--- src/rtl/hazard_tracker.sv ---
// hazard_tracker: stall and forwarding-select generation for a 5-stage pipeline.
// Decode supplies each instruction's source registers, their use times (Tuse),
// its destination register and its result latency (Tnew). A shadow E/M/W
// pipeline of those fields is kept here. The shadow pipeline is compared
// against the decode-stage sources to decide whether to hold and which stage
// to forward from.
module hazard_tracker #(
  parameter int ADDR_W = 5,
  parameter int TNEW_W = 2
) (
  input  logic              clk,
  input  logic              reset,
  input  logic [ADDR_W-1:0] rs_d,
  input  logic [ADDR_W-1:0] rt_d,
  input  logic [1:0]        rs_use_d,
  input  logic [1:0]        rt_use_d,
  input  logic [ADDR_W-1:0] a3_d,
  input  logic [TNEW_W-1:0] tnew_d,
  output logic              stall,
  output logic [1:0]        fwd_rs_d,
  output logic [1:0]        fwd_rt_d,
  output logic [1:0]        fwd_rs_e,
  output logic [1:0]        fwd_rt_e,
  output logic              fwd_rt_m
);

  // Tnew and Tuse can differ in width; compare them zero-extended to a common width.
  localparam int CMP_W = (TNEW_W > 2) ? TNEW_W : 2;

  localparam logic [1:0] USE_NONE = 2'b11;

  // Forwarding source codes shared by the D- and E-stage selects.
  localparam logic [1:0] SRC_RF = 2'b00;
  localparam logic [1:0] SRC_E  = 2'b01;
  localparam logic [1:0] SRC_M  = 2'b10;
  localparam logic [1:0] SRC_W  = 2'b11;

  // Shadow pipeline. W never needs a Tnew because a result there is always ready.
  logic [ADDR_W-1:0] a3_e;
  logic [ADDR_W-1:0] rs_e;
  logic [ADDR_W-1:0] rt_e;
  logic [TNEW_W-1:0] tnew_e;
  logic [ADDR_W-1:0] a3_m;
  logic [ADDR_W-1:0] rt_m;
  logic [TNEW_W-1:0] tnew_m;
  logic [ADDR_W-1:0] a3_w;

  logic stall_rs;
  logic stall_rt;

  // One cycle of latency elapses per stage, but the count stops at zero.
  function automatic logic [TNEW_W-1:0] sat_dec(input logic [TNEW_W-1:0] x);
    logic [TNEW_W-1:0] res;
    if (x == '0) res = '0;
    else         res = x - TNEW_W'(1);
    return res;
  endfunction

  // A writer is too late when its result appears after the reader needs it.
  function automatic logic too_late(input logic [TNEW_W-1:0] tnew,
                                    input logic [1:0]        use_t);
    logic [CMP_W-1:0] t_x;
    logic [CMP_W-1:0] u_x;
    t_x = CMP_W'(tnew);
    u_x = CMP_W'(use_t);
    return t_x > u_x;
  endfunction

  // $0 is hard-wired, so it never matches a pending writer.
  function automatic logic hit(input logic [ADDR_W-1:0] dst,
                               input logic [ADDR_W-1:0] src);
    return (src != '0) && (dst == src);
  endfunction

  // Stall when the nearest pending writer of src cannot deliver in time.
  function automatic logic stall_for(input logic [ADDR_W-1:0] src,
                                     input logic [1:0]        use_t,
                                     input logic [ADDR_W-1:0] ae,
                                     input logic [TNEW_W-1:0] te,
                                     input logic [ADDR_W-1:0] am,
                                     input logic [TNEW_W-1:0] tm);
    logic res;
    res = 1'b0;
    if (use_t != USE_NONE) begin
      if (hit(ae, src))      res = too_late(te, use_t);
      else if (hit(am, src)) res = too_late(tm, use_t);
    end
    return res;
  endfunction

  // D-stage select: the nearest writer only, and only once its value exists.
  // A nearer writer that is not ready shadows any older one, so RF is chosen
  // and a later-stage select picks the value up once it is produced.
  function automatic logic [1:0] src_d(input logic [ADDR_W-1:0] src,
                                       input logic [ADDR_W-1:0] ae,
                                       input logic [TNEW_W-1:0] te,
                                       input logic [ADDR_W-1:0] am,
                                       input logic [TNEW_W-1:0] tm,
                                       input logic [ADDR_W-1:0] aw);
    logic [1:0] sel;
    sel = SRC_RF;
    if (hit(ae, src)) begin
      if (te == '0) sel = SRC_E;
    end else if (hit(am, src)) begin
      if (tm == '0) sel = SRC_M;
    end else if (hit(aw, src)) begin
      sel = SRC_W;
    end
    return sel;
  endfunction

  // E-stage select: M when ready, W only when M does not also write the register.
  function automatic logic [1:0] src_e(input logic [ADDR_W-1:0] src,
                                       input logic [ADDR_W-1:0] am,
                                       input logic [TNEW_W-1:0] tm,
                                       input logic [ADDR_W-1:0] aw);
    logic [1:0] sel;
    sel = SRC_RF;
    if (hit(am, src)) begin
      if (tm == '0) sel = SRC_M;
    end else if (hit(aw, src)) begin
      sel = SRC_W;
    end
    return sel;
  endfunction

  // Hazard detection and forwarding selects, all purely combinational.
  always_comb begin
    stall_rs = stall_for(rs_d, rs_use_d, a3_e, tnew_e, a3_m, tnew_m);
    stall_rt = stall_for(rt_d, rt_use_d, a3_e, tnew_e, a3_m, tnew_m);
    stall    = stall_rs | stall_rt;
    fwd_rs_d = src_d(rs_d, a3_e, tnew_e, a3_m, tnew_m, a3_w);
    fwd_rt_d = src_d(rt_d, a3_e, tnew_e, a3_m, tnew_m, a3_w);
    fwd_rs_e = src_e(rs_e, a3_m, tnew_m, a3_w);
    fwd_rt_e = src_e(rt_e, a3_m, tnew_m, a3_w);
    fwd_rt_m = hit(a3_w, rt_m);
  end

  // D -> E boundary: take the decoded fields, or a bubble while D is held.
  always_ff @(posedge clk or negedge reset) begin
    if (!reset) begin
      a3_e   <= '0;
      tnew_e <= '0;
      rs_e   <= '0;
      rt_e   <= '0;
    end else if (stall) begin
      a3_e   <= '0;
      tnew_e <= '0;
      rs_e   <= '0;
      rt_e   <= '0;
    end else begin
      a3_e   <= a3_d;
      tnew_e <= tnew_d;
      rs_e   <= rs_d;
      rt_e   <= rt_d;
    end
  end

  // E -> M -> W boundaries: these always advance, stall or not.
  always_ff @(posedge clk or negedge reset) begin
    if (!reset) begin
      a3_m   <= '0;
      tnew_m <= '0;
      rt_m   <= '0;
      a3_w   <= '0;
    end else begin
      a3_m   <= a3_e;
      tnew_m <= sat_dec(tnew_e);
      rt_m   <= rt_e;
      a3_w   <= a3_m;
    end
  end

endmodule
--- config.mk ---
export PLATFORM = sky130hd
export DESIGN_NAME = hazard_tracker
export DESIGN_NICKNAME = d
export VERILOG_FILES = /design/src/rtl/hazard_tracker.sv
export SDC_FILE = /design/constraint.sdc
export NUM_CORES = 1
export LEC_CHECK = 0
export BUFFER_PORTS_ARGS = -buffer_cell sky130_fd_sc_hd__buf_2
export CAP_MARGIN = 20
export CORE_MARGIN = 2
export CORE_UTILIZATION = 50
export CTS_CLUSTER_SIZE = 8
export DETAILED_ROUTE_END_ITERATION = 10
export MAX_ROUTING_LAYER = met4
export PLACE_DENSITY = 0.74
export SYNTH_ARGS = -nofsm -noshare
export SYNTH_HDL_FRONTEND = slang
export SYNTH_SLANG_ARGS = --single-unit
--- constraint.sdc ---
create_clock -name clk -period 1.7 [get_ports clk]
set_input_delay 0.17 -clock clk [delete_from_list [all_inputs] [get_ports clk]]
set_output_delay 0.17 -clock clk [all_outputs]
set_load 0.01 [all_outputs]
# After elaboration in Yosys (flattened, before gate mapping)
# Index checks and enable logic that the tools add are counted.
classes:
  addsub: 1
  mul: 0
  div: 0
  n_lt_le_gt_ge: 4
  n_eq_ne: 13
  shift: 0
  mux: 23
  bitwise_logic: 1
  n_reduce_logical: 18
op_table:
  columns: ["cell", "n"]
  rows:
  - ["5-bit == test", 11]
  - ["2-bit 2-to-1 mux", 13]
  - ["5-bit nonzero test", 5]
  - ["5-bit 2-to-1 mux", 3]
  - ["1-bit logical AND", 11]
  - ["2-bit greater-than comparator", 4]
  - ["1-bit 2-to-1 mux", 7]
  - ["2-bit logical NOT", 2]
  - ["2-bit inequality test (second input constant)", 2]
  - ["2-bit by 1-bit subtractor with 2-bit output (second input constant)", 1]
  - ["1-bit OR", 1]
word_totals:
  ff_bits: 34
  latch_bits: 0
  ram_bits: 0
  romBits: 0
  input_bits: 23
  out_inout_bits: 10
  elab_cells: 68
  n_memories: 0

# Longest topological paths before layout
# Gate-level depths: netlist of run 1.
depth:
  word_depth: 7
  depth_mapped: 9
  mapped_depth_nobuf: 7

# Worst setup path before layout of run 1
# OpenSTA, ideal clock, no wires.
synth_timing:
  path_kind: "register to output"
  from: "reg tnew_m[1]"
  to: "out stall"
  arrival_ns: 1.708
  slack_ns: -0.178
  stages_incl_launch_ff: 8
  path_buffers: 1
  cell_sequence: "dfrtp_1 -> ha_1 -> nor2b_1 -> a2bb2oi_1 -> and3_2 -> o211a_1 -> buf_6 -> or2_2"
synth_via:
  elab_chain_cells: 5
synth_rtl:
  columns: ["element", "line", "source"]
  rows:
  - ["start, declared", "45", "logic [TNEW_W-1:0] tnew_m;"]
  - ["start signal, assigned", "168", "tnew_m <= sat_dec(tnew_e);"]
  - ["2-bit greater-than comparator", "66", "return t_x > u_x;"]
  - ["1-bit 2-to-1 mux", "86", "else if (hit(am, src)) res = too_late(tm, use_t);"]
  - ["1-bit 2-to-1 mux", "85", "if (hit(ae, src)) res = too_late(te, use_t);"]
  - ["1-bit 2-to-1 mux", "84", "if (use_t != USE_NONE) begin"]
  - ["1-bit OR *", "131", "stall = stall_rs | stall_rt;"]
  - ["end, declared", "19", "output logic stall,"]
# Mark *: on every way between the ends. The rest lies on a longest branch, timed or not.

# Worst setup path after layout of run 1
layout_timing:
  from: "reg tnew_e[1]"
  to: "out stall"
layout_via:
  elab_chain_cells: 4
layout_rtl:
  columns: ["element", "line", "source"]
  rows:
  - ["start, declared", "42", "logic [TNEW_W-1:0] tnew_e;"]
  - ["start signal, assigned", "153", "tnew_e <= tnew_d;"]
  - ["2-bit greater-than comparator", "66", null]
  - ["1-bit 2-to-1 mux", "85", null]
  - ["1-bit 2-to-1 mux", "84", null]
  - ["1-bit OR *", "131", null]
# Marks and branches as above.

==> results of run 1 <==
kinds of logic (layout without fill, tap and decap cells):
logic type	count (synthesis)	in the layout
AND/OR/NAND/NOR	79	79
XOR/XNOR	54	54
flip-flops	34	34
AO/OA/AOI/OAI	16	16
buffers and inverters	12	86
adder cells (fa/ha/maj)	8	8
multiplexers	1	1
layout by cell type (no fill, tap or decap), drive strengths merged, types with 2 or more instances in the layout:
| cell type | instances |
|---|---|
| buf | 73 |
| dfrtp | 34 |
| xor2 | 30 |
| xnor2 | 24 |
| nor3b | 17 |
| nor2 | 14 |
| nand2 | 11 |
| nor3 | 11 |
| ha | 8 |
| clkbuf | 7 |
| nand3 | 6 |
| nor2b | 5 |
| inv | 4 |
| or2 | 4 |
| a21oi | 3 |
| and2 | 3 |
| a211oi | 3 |
| o2111a | 2 |
| and3 | 2 |
| or4 | 2 |
| a31oi | 2 |
| a2bb2oi | 2 |
| o21ai | 2 |
| nor4b | 2 |
state kept, by name, summed over array words and instances, names as in the netlist:
| name | count |
|---|---|
| rt_e | 5 |
| rt_m | 5 |
| rs_e | 5 |
| a3_w | 5 |
| tnew_e | 2 |
| tnew_m | 2 |
| a3_e | 5 |
| a3_m | 5 |
per-layer routing:
layer / share of wire / up-vias / global-route usage
met1: 0.41 / 874 / 0.282
met5: 0 / - / -
met3: 0.050 / 8 / 0.0567
li1: - / 836 / -
met4: 0.017 / 0 / 0.0915
met2: 0.52 / 55 / 0.382
repair_timing:
item | CTS | global route
cloned | 1 | 0
endpoints found under the setup margin | 27 | 27
pin swaps | 16 | 26
hold endpoints to repair | 34 | 0
hold buffers | 1 | 0
gates resized for setup | 33 | 32
setup buffers | 4 | 7
stage by stage:
step	instance area [sq um]	setup WS, ns
after floorplan	2140	-0.110
after CTS	2810	-0.438
final	3020	-0.458
after global placement	2530	-0.167
after detailed placement	2530	-0.163
after global routing	3020	-0.516
power by group:
| part | total [mW] | leakage (nW) | internal, mW | switching (mW) |
|---|---|---|---|---|
| clock network | 0.610 | 0.0482 | 0.326 | 0.283 |
| registers | 1.00 | 0.397 | 0.888 | 0.113 |
| logic | 0.750 | 0.944 | 0.409 | 0.341 |
final cells by class:
cell class	instances	area [sq um]
inverters	4	15.0
well taps	50	62.6
fillers	275	1030
clock inverters	1	5.00
clock buffers	7	86.3
repair buffers	74	553
flip-flops and latches	34	858
multi-input cells	158	1440
how the worst min path moves through the flow:
stage / start / to / slack (ns) / depth (start not counted)
2_1_floorplan: reset / a3_e[0] / -0.13 / 0
3_3_place_gp: reset / rt_m[3] / 0.28 / 1
3_5_place_dp: reset / rt_m[4] / 0.29 / 1
4_1_cts: a3_d[0] / a3_e[0] / 0.12 / 2
5_1_grt: tnew_d[1] / tnew_e[1] / 0.13 / 2
6_report: a3_d[0] / a3_e[0] / 0.13 / 2
worst max-delay path, cell delays in order (launching register included):
cell,delay [ns]
dfrtp_1,0.42
ha_1,0.32
nor2b_2,0.15
o21ai_1,0.16
and3_4,0.23
a211oi_4,0.05
or2_4,0.26
buf_6,0.12
==> key figures, run 1 <==
Routing
  – Detailed Route WL: 5570 um
  – Via count: 1773
  – DRC marker count from the first detailed-route iteration: 78
  – Pre-antenna DRT Iters: 4
  – WL/cell: 17.0 um
  – Vias per std cell: 5.41
  – Post-route ant nets: 0
  – DRC violations left: 0

STA
  – Post-layout minimum cycle time: 2.16 ns
  – Count of final hold-check violations: 0
  – Final worst slack: -0.458 ns
  – RSZ-0062 raised after global routing: true
  – Hold slack: 0.131 ns
  – Max frequency: 463 MHz
  – Slew headroom: 0.488
  – Final Max Slew Viols: 0
  – Least-Margin Pin Slew: 0.768 ns
  – Fin crit share: 1.27
  – Final Skew: 0.00481 ns
  – Endpoints failing setup: 27
  – Setup tns final: -6.89 ns

Finish
  – Post-Layout Cell Count: 328
  – Antenna diodes: 0
  – NumNets Final: 308
  – Ratio of cells with drive above 1 in the final layout: 0.486
  – Area growth syn-to-layout: 41.4%
  – Final core occ: 0.745

Pwr
  – Overall power: 2.36 mW
  – Pwr Density: 781 mW/mm^2
  – VDD IR max: 530 uV
  – Leak: 1.39 nW

Die
  – IO Count: 33
  – Die ar.: 0.00482 sq mm
  – Core area: 0.00406 sq mm
  – Die W: 69.4 um
  – Die Y: 69.4 um
  – Initial Util: 0.527
  – Row Count: 23

Global routing
  – Pin count of the biggest net entering global routing: 35
  – Total Routing Usage GR: 0.235
  – GRT Residual Overflow: 0
  – First-pass GRT wire length: 8650 um
  – Vias in the first global route: 1848
  – Initial antenna violation count: 0

Synthesis
  – Post-synth EDFFs: 0
  – Syn Area/Cell: 10.5 sq um
  – Area of the mapped netlist: 0.00214 sq mm
  – Compound-Gate Fraction of Synth Area: 0.0609
  – Mapped Nets: 235
  – Synth warnings: 0
  – Post-synthesis mux area share: 0.00468
  – Ys async rst share: 1.00
  – Post-synthesis register bit count: 34
  – Unique masters post-synth: 35
  – Main synth FF type: dfrtp_1
  – Post-Synth Adder-Cell Area: 0.0468
  – Leading area contributor after synthesis: dfrtp_1
  – Mapped Cells: 204
  – XOR/XNOR share of the synthesized area: 0.221
  – Most common cell in the synthesized netlist: dfrtp_1
  – Post-Synth Simple-Gate Area: 0.233
  – Register area share after synthesis: 0.398
  – Synth top area cells: dfrtp_1, xor2_1, xnor2_1
  – Commonest cells post-synth: dfrtp_1, xor2_1, xnor2_1
  – Main combinational cell family by area after synthesis: simple AND/OR/NAND/NOR gates
  – Top-area cell type share of the netlist area: 0.398

CTS
  – TritonCTS clock tree: done
  – Clk Latency, worst-skew pair: 0.28 ns
  – Reg clk slew, reported paths: 0.07 ns
  – Clock tree sinks: 34
  – CTS Buf Count: 5
  – H-tree depth: 2
  – Longest Clk Path Bufs: 2
  – Root Driver: clkbuf_8

Critical path
  – CP endpoint: stall
  – R2r worst-path depth: 9
  – Worst r2r dst: rt_e[4]
  – Startpoint class of the critical path: flop
  – CP max FO: 4
  – R2R Setup Slk: -0.28 ns
  – Arrival time worst endpoint: 1.99 ns
  – Critical path required time: 1.53 ns
  – Critical Path Start: tnew_e[1]
  – Critical path endpoint category: output pin
  – Critical path class: reg2out
  – Reg-to-Reg Start: tnew_m[1]

Outcome
  – Run status: finished with violations
  – Failing checks: setup timing

Placement
  – Post-Place Cells: 308
  – Buffers on Ports: 32
  – Placer Congestion: 0.816
  – DP HPWL: 3630 um

Job
  – Total of max-cap violations: 0

Min path
  – Hold WC Path Type: in2reg
Power figures use the tool's default switching activity.
==> inputs of run 2 (changes only) <==
--- a/config.mk
+++ b/config.mk
@@ -13,6 +13,7 @@
 export DETAILED_ROUTE_END_ITERATION = 10
 export MAX_ROUTING_LAYER = met4
 export PLACE_DENSITY = 0.74
+export SKIP_LAST_GASP = 1
 export SYNTH_ARGS = -nofsm -noshare
 export SYNTH_HDL_FRONTEND = slang
 export SYNTH_SLANG_ARGS = --single-unit
==> key figures, run 2 (synthesis gave the netlist of run 1 again) <==
Global routing
  – Top Usage Layer GRT: met2
  – Met2 usage: 0.379
  – M3 GR Usage: 0.0523
  – Vias in the first global route: 1844
  – Initial antenna violation count: 0
  – Pin count of the biggest net entering global routing: 35
  – Grt met1 use: 0.278
  – First-pass GRT wire length: 8540 um
  – Total Routing Usage GR: 0.232
  – GRT Residual Overflow: 0

Finish
  – Area growth syn-to-layout: 36.6%
  – Most used cells in the layout excluding fill and tap cells: xor2_1, dfrtp_1, buf_2, buf_4, xnor2_1
  – Fillers: 295
  – Ratio of cells with drive above 1 in the final layout: 0.438
  – Antenna diodes: 0
  – NumNets Final: 306

Die
  – IO Count: 33
  – Initial Util: 0.527
  – Core area: 0.00406 sq mm
  – Die W: 69.4 um
  – Die ar.: 0.00482 sq mm
  – Die Y: 69.4 um
  – Row Count: 23

STA
  – Final worst slack: -0.458 ns
  – Post-layout minimum cycle time: 2.16 ns
  – Final Skew: 0.00608 ns
  – Setup tns final: -5.95 ns
  – Count of final hold-check violations: 0
  – Slew headroom: 0.497
  – Least-Margin Pin Slew: 0.755 ns
  – Final Max Slew Viols: 0
  – Fin crit share: 1.27
  – Max frequency: 463 MHz
  – Endpoints failing setup: 26
  – RSZ-0062 raised after global routing: true

Critical path
  – Startpoint class of the critical path: flop
  – Critical path class: reg2out
  – CP max FO: 3
  – Critical path endpoint category: output pin
  – Critical path required time: 1.53 ns
  – Arrival time worst endpoint: 1.99 ns

CTS
  – Root Driver: clkbuf_8
  – CTS Buf Count: 5
  – Longest Clk Path Bufs: 2
  – H-tree depth: 2
  – Reg clk slew, reported paths: 0.07 ns
  – Clock tree sinks: 34
  – Clk Latency, worst-skew pair: 0.29 ns
  – TritonCTS clock tree: done

Routing
  – DRC violations left: 0
  – Vias per std cell: 5.40
  – Post-route ant nets: 0
  – Via count: 1761
  – Detailed Route WL: 5230 um
  – Pre-antenna DRT Iters: 4
  – DRC marker count from the first detailed-route iteration: 87
  – WL/cell: 16.1 um

Outcome
  – Run status: finished with violations
  – Failing checks: setup timing

Job
  – Total of max-cap violations: 0

Pwr
  – Pwr Density: 797 mW/mm^2
  – VDD IR max: 530 uV
  – Overall power: 2.33 mW
  – Leak: 1.35 nW

Placement
  – DP HPWL: 3630 um
  – Placer Congestion: 0.816
  – Buffers on Ports: 32

Min path
  – Hold WC Path Type: in2reg
==> run 2: changes by cell type in the layout (fill, tap and decap cells not counted), sizes merged <==
| cell | delta |
|---|---|
| buf | -2 |
==> run 2: worst max-delay path: stages (launching register included) <==
cell and delay, ns:
dfrtp_2 0.45, ha_4 0.28, nor2b_4 0.14, a2bb2oi_2 0.17
nand3_2 0.10, a211oi_4 0.30, or2_4 0.16, buf_6 0.09
==> run 2: cell type report <==
class / instances / area, sq um / area share
Tap cell: 50 / 62.6 / 0.0214
Multi-Input combinational cell: 158 / 1370 / 0.470
Clock buffer: 7 / 86.3 / 0.0296
Sequential cell: 34 / 857 / 0.293
Inverter: 4 / 15.0 / 0.00514
Clock inverter: 1 / 5.00 / 0.00171
Timing Repair Buffer: 72 / 523 / 0.179
==> run 2: power by group <==
group	internal, mW	switching (mW)	total, mW
Sequential	0.887	0.111	0.998
Clock	0.326	0.290	0.616
Combinational	0.390	0.325	0.715
Total	1.60	0.726	2.33
==> run 2: worst paths after layout <==
| path | startpoint | slack (ns) | depth (start not counted) | to |
|---|---|---|---|---|
| max | tnew_m[1] | -0.46 | 7 | stall |
| min | a3_d[0] | 0.13 | 2 | a3_e[0] |
| min reg2reg | a3_e[0] | 0.45 | 0 | a3_m[0] |
| max reg2reg | tnew_m[1] | -0.25 | 8 | rt_e[0] |
| max in group asynchronous | reset | 0.69 | 2 | a3_m[0] |
| min in group asynchronous | reset | 0.48 | 2 | rt_m[3] |
==> run 2: repair_timing <==
action / 4_1_cts / 5_1_grt
setup endpoints to repair: 27 / 27
gates resized for setup: 29 / 17
hold buffers: 1 / 0
gates cloned: 1 / 0
pin swaps: 16 / 11
endpoints found under the hold margin: 34 / 0
setup buffers: 4 / 5
==> run 2: routing by layer <==
| layer | wire length, um | up-vias | part of all wire |
|---|---|---|---|
| met5 | 0 | - | 0 |
| met4 | 165 | 0 | 0.032 |
| met3 | 181 | 17 | 0.035 |
| met2 | 2650 | 45 | 0.51 |
| met1 | 2240 | 864 | 0.43 |
| li1 | - | 835 | - |
==> run 2: stage by stage <==
stage               instances  hold WS, ns  utilization  setup WS, ns  cell area [sq um]
detailed placement        308        0.287        0.624        -0.163               2530
global route              326        0.133        0.720        -0.512               2920
CTS                       322        0.124        0.688        -0.449               2790
finish                    326        0.127        0.720        -0.458               2920
floorplan                 204       -0.126            -        -0.110               2140
global placement          308        0.283        0.624        -0.167               2530
==> inputs of run 3 (changes only) <==
==> config.mk (replaced) <==
export PLATFORM = sky130hd
export DESIGN_NAME = hazard_tracker
export DESIGN_NICKNAME = d
export VERILOG_FILES = /design/src/rtl/hazard_tracker.sv
export SDC_FILE = /design/constraint.sdc
export NUM_CORES = 1
export LEC_CHECK = 0
export CAP_MARGIN = 20
export CORE_MARGIN = 2
export CORE_UTILIZATION = 50
export CTS_CLUSTER_SIZE = 8
export DETAILED_ROUTE_END_ITERATION = 10
export DONT_BUFFER_PORTS = 1
export MAX_ROUTING_LAYER = met4
export PLACE_DENSITY = 0.68
export SKIP_LAST_GASP = 1
export SLEW_MARGIN = 0
export SYNTH_ARGS = -nofsm -noshare
export SYNTH_HDL_FRONTEND = slang
export SYNTH_SLANG_ARGS = --single-unit
==> key figures, run 3 (synthesis gave the netlist of run 1 again) <==
Outcome
  – Run status: finished with violations
  – Failing checks: setup timing

Placement
  – Placer Congestion: 0.849
  – DP HPWL: 3850 um
  – Dpl ws: -0.164 ns
  – Post-Place Cells: 275
  – Area post-placement: 0.00239 sq mm
  – Buffers on Ports: 0

STA
  – Final Max Slew Viols: 0
  – Least-Margin Pin Slew: 0.336 ns
  – Max frequency: 471 MHz
  – Final Skew: 0.0169 ns
  – Setup tns final: -6.24 ns
  – Slew headroom: 0.775
  – Fin crit share: 1.25
  – Endpoints failing setup: 26
  – RSZ-0062 raised after global routing: true
  – Final worst slack: -0.424 ns
  – Post-layout minimum cycle time: 2.12 ns
  – Count of final hold-check violations: 0

Global routing
  – Pin count of the biggest net entering global routing: 35
  – Initial antenna violation count: 0
  – Vias in the first global route: 1862
  – GRT Residual Overflow: 0
  – First-pass GRT wire length: 9830 um
  – Total Routing Usage GR: 0.270

Critical path
  – Critical path required time: 1.53 ns
  – Worst r2r dst: rt_e[2]
  – Arrival time worst endpoint: 1.95 ns
  – Startpoint class of the critical path: flop
  – Critical Path Start: tnew_m[1]
  – Critical path class: reg2out
  – Reg-to-Reg Start: tnew_m[1]
  – Critical path endpoint category: output pin
  – CP max FO: 3
  – R2R Setup Slk: -0.24 ns
  – R2r worst-path depth: 8

Min path
  – Hold Path Depth: 1
  – Hold path endpoint: rt_e[0]
  – Hold WC Path Type: in2reg
  – Hold wc startpoint: rt_d[0]

Finish
  – Most used cells in the layout excluding fill and tap cells: dfrtp_1, buf_4, xor2_1, xnor2_1, nor3b_2
  – Most common cell after layout, fill and taps aside: dfrtp_1
  – Fillers: 261
  – Fin area: 0.00296 sq mm
  – Area growth syn-to-layout: 38.5%
  – Ratio of cells with drive above 1 in the final layout: 0.442
  – Post-Layout Cell Count: 299
  – Antenna diodes: 0
  – NumNets Final: 279

Routing
  – Via count: 1755
  – Detailed Route WL: 6390 um
  – Post-route ant nets: 0
  – WL/cell: 21.4 um
  – DRC violations left: 0
  – DRC marker count from the first detailed-route iteration: 136
  – Vias per std cell: 5.87
  – Pre-antenna DRT Iters: 4

CTS
  – Clock tree sinks: 34
  – TritonCTS clock tree: done
  – Longest Clk Path Bufs: 2
  – CTS Buf Count: 5
  – Reg clk slew, reported paths: 0.08 ns
  – H-tree depth: 2
  – Clk Latency, worst-skew pair: 0.30 ns
  – Root Driver: clkbuf_8

Die
  – Row Count: 23
  – Die W: 69.4 um
  – Die Y: 69.4 um
  – IO Count: 33
  – Core area: 0.00406 sq mm
  – Initial Util: 0.527
  – Die ar.: 0.00482 sq mm

Pwr
  – VDD IR max: 670 uV
  – Pwr Density: 803 mW/mm^2
  – Leak: 1.26 nW

Job
  – Total of max-cap violations: 0
run 3: cell count changes in the layout (fill, tap and decap cells not counted), sizes merged:
cell / previous run / this run
buf: 71 / 44
run 3: critical path: stages, from the launching register on:
cell and delay, ns:
dfrtp_2 0.46, ha_4 0.29, nor2b_4 0.14, a2bb2oi_2 0.16, nand3_2 0.11, a211oi_4 0.30, or2_4 0.19
run 3: cell type report:
cell class | count | area, sq um | share of cell area
Timing Repair Buffer | 45 | 468 | 0.158
Tap cell | 50 | 62.6 | 0.0211
Clock inverter | 1 | 5.00 | 0.00169
Sequential cell | 34 | 860 | 0.290
Clock buffer | 7 | 86.3 | 0.0292
Multi-Input combinational cell | 158 | 1470 | 0.495
Inverter | 4 | 15.0 | 0.00507
run 3: how the worst max path moves through the flow:
stage                      endpoint  slack, ns  cells past startpoint
after floorplan               stall      -0.11                      7
after global placement    tnew_e[1]      -0.10                      7
after detailed placement    rt_e[0]      -0.16                      7
after CTS                     stall      -0.36                      6
after global routing          stall      -0.50                      6
final                         stall      -0.42                      6
run 3: per-stage QoR:
step           power, mW  hold WS (ns)  utilization
2_1_floorplan       1.34        -0.126            -
3_3_place_gp        1.49        -0.124        0.589
3_5_place_dp        1.52        -0.125        0.589
4_1_cts             2.27        0.0363        0.699
5_1_grt             2.48        0.0294        0.730
6_report            2.38        0.0306        0.730
run 3: timing repair:
item | in CTS | in global routing
resized for setup | 39 | 28
setup buffers | 12 | 3
pin swaps | 41 | 24
endpoints found under the setup margin | 27 | 27
endpoints found under the hold margin | 34 | 0
cloned | 3 | 0
hold buffers | 2 | 0
run 3: layer usage:
metal | vias up | wire, um | global-route usage
met2 | 67 | 3200 | 0.442
met3 | 21 | 431 | 0.0799
met4 | 0 | 202 | 0.0828
met1 | 894 | 2560 | 0.322
met5 | - | 0 | -
li1 | 773 | - | -
run 3: report_power, final:
group          switching (mW)  internal [mW]
Clock                   0.310          0.327
Sequential              0.110          0.888
Combinational           0.344          0.400
